===== config.mk =====
export PLATFORM = sky130hd
export DESIGN_NAME = ram_n
export DESIGN_NICKNAME = d
export VERILOG_FILES = /design/src/rtl/ram_n.sv
export SDC_FILE = /design/constraint.sdc
export NUM_CORES = 1
export LEC_CHECK = 0
export ABC_AREA = 1
export CORE_ASPECT_RATIO = 0.75
export CORE_MARGIN = 1.5
export CORE_UTILIZATION = 35
export CTS_CLUSTER_DIAMETER = 60
export CTS_CLUSTER_SIZE = 30
export DETAILED_ROUTE_END_ITERATION = 8
export GPL_TIMING_DRIVEN = 1
export HOLD_SLACK_MARGIN = 0.12
export RECOVER_POWER = 25
export SYNTH_ARGS = -nofsm -noshare
export SYNTH_HDL_FRONTEND = slang
export SYNTH_SLANG_ARGS = --single-unit

===== constraint.sdc =====
create_clock -name clk -period 7.4 [get_ports clk]
set_input_delay 1.11 -clock clk [delete_from_list [all_inputs] [get_ports clk]]
set_output_delay 1.11 -clock clk [all_outputs]
set_load 0.02 [all_outputs]

===== src/rtl/ram_n.sv =====
// ram_n: single-port word RAM with a self-timed clear sweep.
// Define RAM_N_READ_REG_EN for a registered (one-cycle) read port.
module ram_n #(
  parameter int WIDTH = 16,
  parameter int DEPTH = 64,
  localparam int AW = $clog2(DEPTH)
) (
  input  logic             clk,
  input  logic             reset,
  input  logic [WIDTH-1:0] in,
  input  logic             load,
  input  logic [AW-1:0]    address,
  input  logic             clear,
  output logic [WIDTH-1:0] out,
  output logic             busy
);

  typedef enum logic {
    IDLE  = 1'b0,
    CLEAR = 1'b1
  } state_t;

  localparam logic [AW-1:0] LAST = AW'(DEPTH - 1);

  state_t           state, state_n;
  logic [AW-1:0]    counter, counter_n;
  logic [WIDTH-1:0] mem [DEPTH];
  logic             we;
  logic [AW-1:0]    waddr;
  logic [WIDTH-1:0] wdata;

  assign busy = (state == CLEAR);

  // state and sweep counter; reset restarts the sweep at word 0
  always_ff @(posedge clk or posedge reset) begin
    if (reset) begin
      state   <= CLEAR;
      counter <= '0;
    end else begin
      state   <= state_n;
      counter <= counter_n;
    end
  end

  // next state: clear beats load, sweep ends on the last word
  always_comb begin
    state_n   = state;
    counter_n = counter;
    unique case (state)
      IDLE: begin
        if (clear) begin
          state_n   = CLEAR;
          counter_n = '0;
        end
      end
      CLEAR: begin
        if (counter == LAST) begin
          state_n = IDLE;
        end else begin
          counter_n = counter + 1'b1;
        end
      end
    endcase
  end

  // one write port shared by user writes and the sweep
  always_comb begin
    we    = 1'b0;
    waddr = address;
    wdata = in;
    if (!reset) begin
      if (busy) begin
        we    = 1'b1;
        waddr = counter;
        wdata = '0;
      end else if (load && !clear) begin
        we = 1'b1;
      end
    end
  end

  // array storage, no reset: the sweep zeroes it
  always_ff @(posedge clk) begin
    if (we) begin
      mem[waddr] <= wdata;
    end
  end

`ifdef RAM_N_READ_REG_EN
  logic [WIDTH-1:0] out_q;

  // registered read, old data on collision, zero after busy cycles
  always_ff @(posedge clk or posedge reset) begin
    if (reset) begin
      out_q <= '0;
    end else if (busy) begin
      out_q <= '0;
    end else begin
      out_q <= mem[address];
    end
  end

  assign out = out_q;
`else
  assign out = busy ? '0 : mem[address];
`endif

endmodule


* Word-level counts from Yosys, hierarchy flattened
Memories as Yosys holds them, arrays and structs flattened.
Index checks and enable logic that the tools add are counted.
** Storage, ports and cells
- Memories kept :: 1
- Input port bits :: 26
- Word-level logic and storage cells :: 27
- Memory bits (writable) :: 1024
- Flip-flop bits (word level) :: 7
** Operators by class
- Equal/unequal tests :: 3
- $add $sub $neg :: 1
- Muxes and demuxes :: 16
- Bitwise operators :: 1
- Reduce and logical (&&, ||, !) cells :: 3
** Memory list
- mem :: words 64, bits a word 16, read ports 1, clocked after memory_dff 0, wr ports 1, RTL line 27 : logic [WIDTH-1:0] mem [DEPTH];
** Operators with widths (number)
- $mux W16 :: 3
- $mux W6 :: 4
- $pmux W6 S2 :: 1
- $mux W1 :: 7
- $add A6 B1 Y6 const B :: 1
- $eq A6 B6 Y1 const B :: 1
- $ne A2 B2 Y1 const B :: 2
- $pmux W1 S2 :: 1
- $reduce_and A2 Y1 :: 1
- $logic_and A1 B1 Y1 :: 1
- $logic_not A1 Y1 :: 1
- $not A1 Y1 :: 1

* Longest topological paths before layout
- Word-level depth :: 7
- Depth in mapped cells :: 12

* Worst setup path before layout
Ideal clock, no wire load.
- Path type :: input to output
- Start point :: input address[0]
- End point :: output out[10]
- Required time :: 6290 ps
- Slack :: 3738 ps
- Stages on the path :: 11
- Arrival :: 2552 ps
- Cell sequence :: buf_2 buf_2 clkbuf_1 nand2_1 nand3_1 nand3_1 nand2_1 nand2_1 nand3_1 nand3_1 a21oi_1
** Between the ends
- Longest elaborated chain between the ends :: 2
** RTL lines
- start, declared :: RTL line 12 : input logic [AW-1:0] address,
- $mem_v2 Z64 W16
- $mux W16 :: RTL line 105 : assign out = busy ? '0 : mem[address];
- end, declared :: RTL line 14 : output logic [WIDTH-1:0] out,
Every way passes these cells.

* Final worst setup path
- Start point :: input address[0]
- End point :: output out[1]
The elaborated chain is that of the path after synthesis.

==> flow_summary.json <==
{
  "status": "complete, but fails checks",
  "violations": "max-capacitance violations, max-slew violations",
  "ys_seq_elements": 1031,
  "min_delay_path_depth": 2,
  "route.detailed.drc": 0,
  "grt_usage": 0.188,
  "nFillCells": 11300,
  "yosysTopAreaCell": "edfxtp_1",
  "drt_wl_total_um": 117000,
  "die_y_um": 303,
  "clkTransAtPathRegs_ps": 100,
  "portBuffers": 42,
  "fin_crit_ps": 6000,
  "htreeDepth": 2,
  "hpwl_um": 65100,
  "hold_class": "flop to flop",
  "regArea_mm2": 0.0309,
  "syn_to_final_growth_pct": 9.90,
  "setup_ws_ps": 1400,
  "ctsHoldBuffers": 0,
  "yosys_warnings": 0,
  "place_ws_ps": 1630,
  "rr_worst_depth": 8,
  "multi_input_comb_area_mm2": 0.0100,
  "vias": 27200,
  "slowest_delay_ps": 730,
  "crit-reg2reg-capture": "mem[14][12]",
  "cpMaxStageDelayCell": "clkdlybuf4s50_1",
  "grt_pass1_vias": 24500,
  "rrSetupSlack_ps": 2130,
  "grt_pass1_wl_um": 170000,
  "timing.fmax_mhz": 167,
  "cts_tree": "done",
  "die_area_mm2": 0.122,
  "start_util": 0.355,
  "root_buffer": "clkbuf_16",
  "cts_setup_buffers": 0,
  "final_hold_viol_count": 0,
  "synth_top_cells_by_area": "edfxtp_1 73%, nand2_1 12%, nand3_1 10%, clkbuf_1 1.0%, buf_2 0.95%",
  "syn-instance-count": 3609,
  "setup_viol": 0,
  "finClkSkew_ps": 55.4,
  "hold_end": "counter[5]",
  "leakage_nw": 16.3,
  "drive_gt1_frac": 0.0635,
  "final_common_cell": "nand2_1",
  "cpMostUsedCell": "nand3_1",
  "period_share": 0.811,
  "io_pins": 43,
  "cts-resized-gates": 0,
  "r2r_start": "busy",
  "power_density_mw_per_mm2": 258,
  "worst_pin_slew_ps": 3990,
  "rsz0062_at_grt": "no",
  "ant_nets": 0,
  "clockBufferDepth": 3,
  "cp.required_ps": 6290,
  "gp_congestion": 0.931,
  "numCtsBuffers": 50,
  "cap_violations": 16,
  "vdd_drop_max_mv": 0.169,
  "seq_area_frac_synth": 0.736,
  "placementRows": 109,
  "viasPerCell": 5.26,
  "drv_slew": 1040,
  "antenna_found_initial": 3,
  "insertion_delay_ps": 700,
  "routedWlPerCell_um": 22.6,
  "clkSinkCount": 1031,
  "most-common-layout-cells": "1305 x nand2_1, 1024 x edfxtp_1, 868 x nand3_1, 86 x buf_4, 70 x nor2_1",
  "drt_iter0_drc": 3865,
  "synth_cell_types": 31,
  "grt_overflow": 0,
  "slew-limit-headroom": -1.66,
  "ys_async_sr_fraction": 0.00679,
  "crit_chain": "buf_8, inv_8, buf_4, nand2_1, nand3_1, nand3_1, nand2_1, nand2_1, nand3_1, nand3_1, a21oi_1, clkdlybuf4s50_1",
  "grt_max_degree": 141,
  "syn_area_per_cell_um2": 11.6,
  "synth_top_area_frac": 0.732,
  "crit_fanout": 92,
  "synth_edf_count": 1024,
  "synthFlopType": "edfxtp_1",
  "core_area_mm2": 0.118,
  "synthesis.nets": 3636,
  "die_x_um": 403,
  "dr.pass1.iters": 6,
  "syn-cell-area_mm2": 0.0420,
  "cp-end-kind": "output port",
  "cp.arrival_ps": 4890,
  "setup_tns_ps": 0,
  "fin_nets": 3615,
  "critPathKind": "input port to output port",
  "cp-start-kind": "input port",
  "worstHoldStart": "counter[5]"
}
[per-stage QoR]
stage | total power, W | cell area [um2] | std cells | util | hold WS (ps)
after floorplan | 0.00781 | 42000 | 3609 | - | 493
after global placement | 0.00850 | 44500 | 5090 | 0.376 | 508
after detailed placement | 0.00851 | 44500 | 5090 | 0.376 | 514
after CTS | 0.0119 | 46300 | 5178 | 0.391 | 539
after global routing | 0.0123 | 46200 | 5178 | 0.390 | 564
final | 0.0119 | 46200 | 5181 | 0.390 | 536
[power breakdown]
group          internal, W  leakage, nW  switching, W
clock              0.00144        0.833       0.00203
sequential         0.00685         9.43     0.0000918
combinational     0.000304         5.98       0.00119
total              0.00859         16.3       0.00332
[metal layers]
metal / wire length, um / track usage / share of wire / vias up
li1: - / - / - / 12500
met1: 53000 / 0.287 / 0.45 / 13400
met2: 48700 / 0.265 / 0.42 / 1163
met3: 13500 / 0.0574 / 0.12 / 131
met4: 2040 / 0.0334 / 0.017 / 2
met5: 7 / 0 / 0.000060 / -
[cell usage after synthesis (all sizes together), types with 3 or more instances]
master  count
a21oi      17
buf       113
clkbuf    113
dfrtp       6
edfxtp   1024
inv        44
nand2    1309
nand3     869
nor2       86
nor3        8
o21ai       7
xor2        3
[layout make-up]
cell class              instances  share of cell area
clock buffers                  53              0.0280
well taps                    1554              0.0421
diodes                          3            0.000163
repair buffers                153              0.0286
multi-input cells            2307               0.217
clock inverters                35             0.00979
flip-flops and latches       1031               0.670
inverters                      45             0.00407
[worst max-delay path: cells and delay by family]
family                 cells  cell delay (ps)
AND/OR/NAND/NOR            7              790
buffers and inverters      4             2170
AO/OA/AOI/OAI              1              630
[how the worst max path moves through the flow]
| stage | end | slack, ps | startpoint | depth (start not counted) |
|---|---|---|---|---|
| global placement | out[1] | 1620 | address[0] | 12 |
| detailed placement | out[1] | 1630 | address[0] | 12 |
| CTS | out[9] | 1630 | address[0] | 12 |
| floorplan | out[10] | 3740 | address[0] | 11 |
| global route | out[9] | 1320 | address[0] | 12 |
| finish | out[1] | 1400 | address[0] | 12 |
[logic make-up after synthesis]
family | Yosys count | synth area share
buf+inv | 271 | 0.0270
compound gates | 27 | 0.00435
flops | 1031 | 0.736
simple gates | 2275 | 0.231
xor+xnor | 4 | 0.000834
fa+ha+maj | 1 | 0.000298
[state kept, by name, summed over array words and instances, names as in the netlist]
register  cells
mem        1024
counter       6
busy          1
Power figures use the tool's default switching activity.
